$ cat src/rtl/scopes_seq_ctrl_if.sv
// ---------------------------------------------------------------------------
// scopes_seq_ctrl_if
//   Bundles the operand handshake, result handshake and status signals of
//   scopes_seq_ctrl.
//   master : operand source / result consumer
//            (drives in_valid, in_k, abort, out_ready)
//   slave  : the sequencer
//            (drives in_ready, out_valid, out_x, out_y, busy, step)
// ---------------------------------------------------------------------------
interface scopes_seq_ctrl_if #(
    parameter int unsigned WIDTH = 16
);
    logic             in_valid;
    logic             in_ready;
    logic [3:0]       in_k;
    logic             abort;
    logic             out_valid;
    logic             out_ready;
    logic [WIDTH-1:0] out_x;
    logic [WIDTH-1:0] out_y;
    logic             busy;
    logic [2:0]       step;

    modport master (
        output in_valid, in_k, abort, out_ready,
        input  in_ready, out_valid, out_x, out_y, busy, step
    );

    modport slave (
        input  in_valid, in_k, abort, out_ready,
        output in_ready, out_valid, out_x, out_y, busy, step
    );
endinterface

$ cat src/rtl/scopes_seq_ctrl.sv
// ---------------------------------------------------------------------------
// scopes_seq_ctrl
//   Multi-cycle sequencer for the scoped x/y update chain. An operand k is
//   accepted through a valid/ready handshake, the chain is applied one step
//   per clock (S1..S7), and the final x/y pair is offered through a second
//   valid/ready handshake.
//
//   Ports:
//     clk    rising-edge clock
//     rst_n  asynchronous active-low reset
//     bus    scopes_seq_ctrl_if.slave:
//              in_valid/in_ready/in_k   operand handshake
//              out_valid/out_ready      result handshake
//              out_x/out_y              result (x/y registers)
//              abort                    synchronous abort (ignored in IDLE)
//              busy                     high while computing
//              step                     0 = IDLE/DONE, 1..7 = S1..S7
//
//   Optional macro SCOPES_SEQ_FAST_EN: replaces S1..S7 by a single COMPUTE
//   state that evaluates the whole chain in one cycle (step reads 7).
// ---------------------------------------------------------------------------
module scopes_seq_ctrl #(
    parameter int unsigned WIDTH  = 16,
    parameter int unsigned SEED_A = 11,
    parameter int unsigned SEED_B = 22,
    parameter int unsigned SEED_C = 33,
    parameter int unsigned SEED_D = 44,
    parameter int unsigned MUL_K  = 23,
    parameter int unsigned ADD_K  = 77
) (
    input  logic             clk,
    input  logic             rst_n,
    scopes_seq_ctrl_if.slave bus
);
    localparam logic [WIDTH-1:0] SA_W  = WIDTH'(SEED_A);
    localparam logic [WIDTH-1:0] SB_W  = WIDTH'(SEED_B);
    localparam logic [WIDTH-1:0] SC_W  = WIDTH'(SEED_C);
    localparam logic [WIDTH-1:0] SD_W  = WIDTH'(SEED_D);
    localparam logic [WIDTH-1:0] MUL_W = WIDTH'(MUL_K);
    localparam logic [WIDTH-1:0] ADD_W = WIDTH'(ADD_K);

    typedef enum logic [3:0] {
        IDLE, S1, S2, S3, S4, S5, S6, S7, DONE, COMPUTE
    } state_t;

    state_t           state_q;
    logic [WIDTH-1:0] x_q, y_q, x_d, y_d;
    logic [3:0]       k_q;
    logic [WIDTH-1:0] k_w;
    logic             out_valid_q, in_ready_q, busy_q;
    logic [2:0]       step_q;

    function automatic logic [WIDTH-1:0] f1(input logic [WIDTH-1:0] a,
                                            input logic [WIDTH-1:0] b);
        return ((a + b) ^ b) ^ a;
    endfunction

    function automatic logic [WIDTH-1:0] f2(input logic [WIDTH-1:0] a,
                                            input logic [WIDTH-1:0] b);
        return a - b;
    endfunction

`ifdef SCOPES_SEQ_FAST_EN
    // Whole S1..S7 chain in one pass; returns {x, y}.
    function automatic logic [2*WIDTH-1:0] chain(input logic [WIDTH-1:0] k);
        logic [WIDTH-1:0] x, y;
        x = f1(SA_W, SB_W);
        y = f2(SC_W, SD_W);
        x = x + k * MUL_W;
        y = y ^ (-(ADD_W + k));
        x = x + k;
        x = f1(y, x);
        y = f2(y, x);
        return {x, y};
    endfunction
`endif

    assign k_w = {{(WIDTH-4){1'b0}}, k_q};

    // Value of x/y at the end of the current step.
    always_comb begin
        x_d = x_q;
        y_d = y_q;
        case (state_q)
            S1:      x_d = f1(SA_W, SB_W);
            S2:      y_d = f2(SC_W, SD_W);
            S3:      x_d = x_q + k_w * MUL_W;
            S4:      y_d = y_q ^ (-(ADD_W + k_w));
            S5:      x_d = x_q + k_w;
            S6:      x_d = f1(y_q, x_q);
            S7:      y_d = f2(y_q, x_q);
`ifdef SCOPES_SEQ_FAST_EN
            COMPUTE: {x_d, y_d} = chain(k_w);
`endif
            default: ;
        endcase
    end

    always_ff @(posedge clk or negedge rst_n) begin
        if (!rst_n) begin
            state_q     <= IDLE;
            x_q         <= '0;
            y_q         <= '0;
            k_q         <= '0;
            out_valid_q <= 1'b0;
            in_ready_q  <= 1'b1;
            busy_q      <= 1'b0;
            step_q      <= 3'd0;
        end else if (bus.abort && state_q != IDLE) begin
            // x/y keep whatever the last completed step wrote
            state_q     <= IDLE;
            out_valid_q <= 1'b0;
            in_ready_q  <= 1'b1;
            busy_q      <= 1'b0;
            step_q      <= 3'd0;
        end else begin
            case (state_q)
                IDLE: begin
                    if (bus.in_valid && in_ready_q) begin
                        k_q        <= bus.in_k;
                        in_ready_q <= 1'b0;
                        busy_q     <= 1'b1;
`ifdef SCOPES_SEQ_FAST_EN
                        state_q    <= COMPUTE;
                        step_q     <= 3'd7;
`else
                        state_q    <= S1;
                        step_q     <= 3'd1;
`endif
                    end
                end
                S1, S2, S3, S4, S5, S6: begin
                    x_q     <= x_d;
                    y_q     <= y_d;
                    state_q <= state_t'(state_q + 4'd1);
                    step_q  <= step_q + 3'd1;
                end
                S7, COMPUTE: begin
                    x_q     <= x_d;
                    y_q     <= y_d;
                    state_q <= DONE;
                    busy_q  <= 1'b0;
                    step_q  <= 3'd0;
                end
                DONE: begin
                    // out_valid is raised one edge after entering DONE; the
                    // consumer is only honoured once it has seen out_valid.
                    if (!out_valid_q) begin
                        out_valid_q <= 1'b1;
                    end else if (bus.out_ready) begin
                        out_valid_q <= 1'b0;
                        in_ready_q  <= 1'b1;
                        state_q     <= IDLE;
                    end
                end
                default: state_q <= IDLE;
            endcase
        end
    end

    assign bus.in_ready  = in_ready_q;
    assign bus.out_valid = out_valid_q;
    assign bus.out_x     = x_q;
    assign bus.out_y     = y_q;
    assign bus.busy      = busy_q;
    assign bus.step      = step_q;
endmodule

$ cat src/flat_wrapper.sv
// flat-port wrapper written by rule: the top's interface ports become plain ports
module scopes_seq_ctrl_flat 
#(
    parameter int unsigned WIDTH  = 16,
    parameter int unsigned SEED_A = 11,
    parameter int unsigned SEED_B = 22,
    parameter int unsigned SEED_C = 33,
    parameter int unsigned SEED_D = 44,
    parameter int unsigned MUL_K  = 23,
    parameter int unsigned ADD_K  = 77
)
  (clk, rst_n, bus_in_valid, bus_in_k, bus_abort, bus_out_ready, bus_in_ready, bus_out_valid, bus_out_x, bus_out_y, bus_busy, bus_step);
  scopes_seq_ctrl_if #(.WIDTH(WIDTH)) bus_i ();
  input  logic clk;
  input  logic rst_n;
  input wire logic [$bits(bus_i.in_valid)-1:0] bus_in_valid;
  input wire logic [$bits(bus_i.in_k)-1:0] bus_in_k;
  input wire logic [$bits(bus_i.abort)-1:0] bus_abort;
  input wire logic [$bits(bus_i.out_ready)-1:0] bus_out_ready;
  output wire logic [$bits(bus_i.in_ready)-1:0] bus_in_ready;
  output wire logic [$bits(bus_i.out_valid)-1:0] bus_out_valid;
  output wire logic [$bits(bus_i.out_x)-1:0] bus_out_x;
  output wire logic [$bits(bus_i.out_y)-1:0] bus_out_y;
  output wire logic [$bits(bus_i.busy)-1:0] bus_busy;
  output wire logic [$bits(bus_i.step)-1:0] bus_step;
  assign bus_i.in_valid = bus_in_valid;
  assign bus_i.in_k = bus_in_k;
  assign bus_i.abort = bus_abort;
  assign bus_i.out_ready = bus_out_ready;
  assign bus_in_ready = bus_i.in_ready;
  assign bus_out_valid = bus_i.out_valid;
  assign bus_out_x = bus_i.out_x;
  assign bus_out_y = bus_i.out_y;
  assign bus_busy = bus_i.busy;
  assign bus_step = bus_i.step;
  scopes_seq_ctrl #(.WIDTH(WIDTH), .SEED_A(SEED_A), .SEED_B(SEED_B), .SEED_C(SEED_C), .SEED_D(SEED_D), .MUL_K(MUL_K), .ADD_K(ADD_K)) u_core (.clk(clk), .rst_n(rst_n), .bus(bus_i));
endmodule
$ cat config.mk
export PLATFORM = sky130hd
export DESIGN_NAME = scopes_seq_ctrl_flat
export DESIGN_NICKNAME = d
export VERILOG_FILES = /design/src/rtl/scopes_seq_ctrl_if.sv /design/src/rtl/scopes_seq_ctrl.sv /design/src/flat_wrapper.sv
export SDC_FILE = /design/constraint.sdc
export NUM_CORES = 1
export LEC_CHECK = 0
export BUFFER_PORTS_ARGS = -buffer_cell sky130_fd_sc_hd__buf_2
export CORE_MARGIN = 2
export CORE_UTILIZATION = 40
export DETAILED_ROUTE_END_ITERATION = 7
export SYNTH_ARGS = -nofsm -noshare
export SYNTH_HDL_FRONTEND = slang
export SYNTH_SLANG_ARGS = --single-unit
$ cat constraint.sdc
create_clock -name clk -period 4.05 [get_ports clk]
set_input_delay 1.0125 -clock clk [delete_from_list [all_inputs] [get_ports clk]]
set_output_delay 1.0125 -clock clk [all_outputs]
set_load 0.02 [all_outputs]
==> results of run 1 <==
kinds of logic (layout without fill, tap and decap cells):
kind of cell             count (synthesis)  in the layout  synth area share, %
flip-flops                              46             46                22.79
AND/OR/NAND/NOR                        163            163                16.18
buffers and inverters                   77            134                6.111
multiplexers                             9              9                1.905
AO/OA/AOI/OAI                          202            202                27.56
XOR/XNOR                                49             49                8.486
adder cells (fa/ha/maj)                 65             65                16.97
metrics by stage:
stage | cells | hold WS (ps) | setup TNS (ps) | utilization [%] | instance area, um2
3_3_place_gp | 828 | 474.2 | -345.9 | 44.71 | 5573
4_1_cts | 839 | 510.3 | 0 | 46.60 | 5809
6_report | 840 | 510.6 | 0 | 47.09 | 5871
2_1_floorplan | 611 | 557.7 | 0 | - | 5057
5_1_grt | 840 | 543.8 | -170.8 | 47.09 | 5871
3_5_place_dp | 828 | 486.1 | -1106 | 44.71 | 5573
path summary, 6_finish.rpt:
kind                               startpoint                    to  depth (start not counted)
min reg2reg                u_core.bus.step[2]    u_core.bus.step[2]                          2
max in group asynchronous               rst_n   u_core.bus.in_ready                          2
max                             u_core.k_q[2]  u_core.bus.out_x[14]                         18
max reg2reg                     u_core.k_q[2]  u_core.bus.out_x[14]                         18
min                        u_core.bus.step[2]    u_core.bus.step[2]                          2
min in group asynchronous               rst_n  u_core.bus.out_y[12]                          1
cell type report:
cell class	instances	area (um2)
Fill cell	1261	6595
Multi-Input combinational cell	488	3717
Sequential cell	46	1152
Timing Repair Buffer	75	451.7
Tap cell	172	215.2
Inverter	51	191.4
Clock buffer	6	128.9
Clock inverter	2	13.76
cells in the mapped netlist (6+ instances only):
cell type / number
a221oi_1: 7
o211ai_1: 11
ha_1: 59
nand3_1: 14
o22ai_1: 6
nor4_1: 6
clkbuf_1: 19
nor2b_1: 9
or3_1: 8
nand2_1: 44
o21a_1: 14
fa_1: 6
a21o_1: 10
o21ai_0: 46
nor3_1: 13
dfrtp_1: 45
nor2_1: 36
a21oi_1: 42
and2_1: 6
inv_1: 51
xnor2_1: 38
a211oi_1: 6
xor2_1: 11
sequential cells by signal (all words and copies together) (netlist names):
| name | flops |
|---|---|
| u_core.state_q | 4 |
| u_core.bus.out_x | 16 |
| u_core.bus.in_ready | 1 |
| u_core.bus.out_y | 16 |
| u_core.bus.busy | 1 |
| u_core.k_q | 4 |
| u_core.bus.out_valid | 1 |
| u_core.bus.step | 3 |
critical path, stage by stage (launching register included):
cell      delay (ps)
dfrtp_1          360
inv_2             60
fa_2             560
inv_2             50
ha_4             280
ha_4             200
a21o_1           150
a21o_1           170
a21o_1           170
a21oi_2          140
xnor2_1          130
nor2_1            70
ha_2             200
or3_4            390
o31ai_4          250
o21ba_4          220
buf_6            100
mux2i_1          200
o211ai_1         120
timing repair:
action	in CTS	in global routing
cloned	0	0
setup buffers	3	2
endpoints found under the setup margin	8	8
hold buffers	0	0
pin swaps	9	22
gates resized for setup	14	15
per-layer routing:
metal / global-route usage [%] / routed length (um)
met1: 30.15 / 6860
met2: 37.13 / 6840
met3: 3.529 / 707
met4: 8.571 / 304
met5: 0 / 0
==> run summary, run 1 <==
Status = completed
N_diodes = 0
IO buf count = 46
Post-Syn Nets = 685
Total wire length = 14710 um
R2r setup slk = 90 ps
WP data required = 4220 ps
Sequential element share of the synthesized area = 22.79%
WL/cell = 17.52 um
Min setup slack post-route = 94.60 ps
Largest net degree at the start of global routing = 29
P&R area growth vs syn = 16.08%
Top cell type's share of synthesized area = 22.27%
Clk sink count = 46
CTS tree = built
Buffer depth of the longest clock path = 2
Worst hold path class = flip-flop to flip-flop
Pre-CTS WS = -213.2 ps
Drt pass-1 iters = 7
H-tree depth = 2
Insertion delay to the later sink of the worst-skew pair = 310 ps
Fmax = 252.8 MHz
Skew final = 6.303 ps
Vias per Instance = 5.801
# rows = 41
Final net count = 741
Minimum clock period = 3955 ps
Syn Area/Cell = 8.277 um2
First-pass GRT wire length = 23900 um
Hold Vio Cnt, Final = 0
Routability cong. = 0.9762
Core Box Area = 12470 um2
Final antenna-violating net count = 0
Worst Path Max Fanout = 4
Crit start category = flip-flop
Maxcap violations = 0
Mapped Cells = 611
# setup viols final = 0
GRT Residual Overflow = 0
Dominant cells by area after synthesis = dfrtp_1 (22%), ha_1 (15%), xnor2_1 (6.6%), o21ai_0 (4.6%), a21oi_1 (4.2%)
Period utilization = 97.66%
Yosys cell types = 75
Async SR Flop Fraction = 100.0%
DIE WIDTH = 116.4 um
Die height = 116.4 um
Primary FF master, synth = dfrtp_1
Most common cell after layout, fill and taps aside = ha_1
Worst-margin pin slew = 760.4 ps
CTS clock-pin slew for the worst setup and hold paths = 70 ps
Iteration-0 DRC Markers = 238
Pins Over Slew Limit = 0
Die area = 13560 um2
Vias in the first global route = 4761
I/O pin total = 47
RSZ-0062 raised after global routing = yes
Worst Path Arrival = 4130 ps
Overall routing resource usage = 22.65%
DRC = 0
Worst Setup End Kind = flip-flop
Initial antenna violation count = 0
Layout cell share with drive strength beyond 1 = 18.86%
Number of CTS-inserted buffers = 5
Commonest cells after routing, fill and taps aside = ha_1 (53), inv_1 (47), buf_2 (46)
Largest area contributor in the netlist = dfrtp_1
Clock root buffer = clkbuf_16
Synth warnings = 0
Yosys reg bits = 46
Slew Limit Headroom = 49.31%
Routed vias = 4873
DP HPWL = 11050 um
WS Path Type = flip-flop to flip-flop
Starting Density = 40.57%
Mapped cell area = 5057 um2
Number of synthesized flops with an enable pin = 0
Power of run 1 is left out: the tool's default activity adds up to more than one toggle a clock period on the data nets, which glitch-free logic cannot reach.
==> inputs of run 2 (changes only) <==
Settings changed: CELL_PAD_IN_SITES_DETAIL_PLACEMENT from default to 1, CELL_PAD_IN_SITES_GLOBAL_PLACEMENT from default to 1, PLACE_DENSITY_LB_ADDON from default to 0.1, REMOVE_ABC_BUFFERS from default to 1.
==> run summary, run 2 (synthesized netlist as in run 1, its figures left out) <==
Status = completed
Most common cell after layout, fill and taps aside = ha_1
WP data required = 4220 ps
Iteration-0 DRC Markers = 194
IO buf count = 46
Starting Density = 40.57%
Vias per Instance = 5.763
CTS clock-pin slew for the worst setup and hold paths = 80 ps
Pins Over Slew Limit = 0
Clk sink count = 46
Worst-margin pin slew = 945.9 ps
WL/cell = 19.93 um
Buffer depth of the longest clock path = 2
Crit path launch = u_core.k_q[3]
Fmax = 252.7 MHz
Vias in the first global route = 4953
Slew Limit Headroom = 36.94%
Routed vias = 4847
Total wire length = 16760 um
Period utilization = 97.70%
P&R area growth vs syn = 16.18%
Routability cong. = 0.8515
First-pass GRT wire length = 26230 um
Number of CTS-inserted buffers = 5
N_diodes = 0
I/O pin total = 47
# rows = 41
Insertion delay to the later sink of the worst-skew pair = 310 ps
# setup viols final = 0
Clock root buffer = clkbuf_16
DP HPWL = 12690 um
CTS tree = built
H-tree depth = 2
WS Path Type = flip-flop to flip-flop
Hold Vio Cnt, Final = 0
Maxcap violations = 0
Hold Slack = 498.7 ps
Worst hold path class = flip-flop to flip-flop
Initial antenna violation count = 0
Commonest cells after routing, fill and taps aside = ha_1 (54), inv_1 (47), buf_2 (46)
Largest net degree at the start of global routing = 38
DRC = 0
DIE WIDTH = 116.4 um
Overall routing resource usage = 25.38%
Final net count = 742
Worst Path Arrival = 4120 ps
Worst Setup End Kind = flip-flop
FF-to-FF Start = u_core.k_q[3]
Crit start category = flip-flop
Hold Path Origin = u_core.bus.step[2]
Drt pass-1 iters = 4
Worst Path Max Fanout = 4
GRT Residual Overflow = 0
Layout cell share with drive strength beyond 1 = 19.28%
Die area = 13560 um2
Die height = 116.4 um
Minimum clock period = 3957 ps
Core Box Area = 12470 um2
Skew final = 11.79 ps
Final antenna-violating net count = 0
[run 2: final timing paths]
| kind | to | slack (ps) | cells after the start |
|---|---|---|---|
| max | u_core.bus.out_x[13] | 90 | 18 |
| min | u_core.bus.step[2] | 500 | 2 |
| max reg2reg | u_core.bus.out_x[13] | 90 | 18 |
| min reg2reg | u_core.bus.step[2] | 500 | 2 |
| max in group asynchronous | u_core.bus.out_y[6] | 2490 | 2 |
| min in group asynchronous | u_core.bus.out_y[11] | 840 | 1 |
[run 2: cell type report]
| type | count | area [um2] |
|---|---|---|
| clock buffers | 5 | 125.1 |
| clock inverters | 3 | 21.27 |
| fillers | 1522 | 6590 |
| inverters | 51 | 191.4 |
| multi-input cells | 488 | 3715 |
| flip-flops and latches | 46 | 1152 |
| well taps | 172 | 215.2 |
| repair buffers | 76 | 455.4 |
[run 2: per-layer routing]
layer	GRT usage (%)	vias to the layer above	wire, um
met5	0	-	0
met4	8.413	0	305
met3	3.321	19	690
met2	43.41	97	8293
met1	33.16	2396	7470
li1	-	2335	-
[run 2: repair_timing]
item,4_1_cts,5_1_grt
buffers inserted,0,4
endpoints found under the setup margin,6,8
gates resized for setup,6,22
pin swaps,0,22
hold buffers,0,0
[run 2: worst max-delay path, cell delays in order (launching register included)]
cell,delay (ps)
dfrtp_1,360
inv_2,70
fa_2,570
inv_2,50
ha_4,300
ha_4,200
a21o_1,170
a21o_1,180
buf_4,140
xnor2_1,130
nor2_1,70
ha_1,330
o21a_1,130
o21ai_1,120
a22oi_1,120
a31o_2,260
a31o_2,270
o32ai_2,250
a22oi_1,100
[run 2: metrics by stage]
step	area, um2	setup TNS, ps	std cells	util [%]	setup slack [ps]
finish	5876	0	841	47.13	93.00
global route	5876	-167.8	841	47.13	-42.08
global placement	5588	-9.063	830	44.83	-9.063
CTS	5759	0	838	46.20	5.977
floorplan	4940	0	585	-	26.49
detailed placement	5588	-287.1	830	44.83	-94.07
Power of run 2 is left out for the same reason.
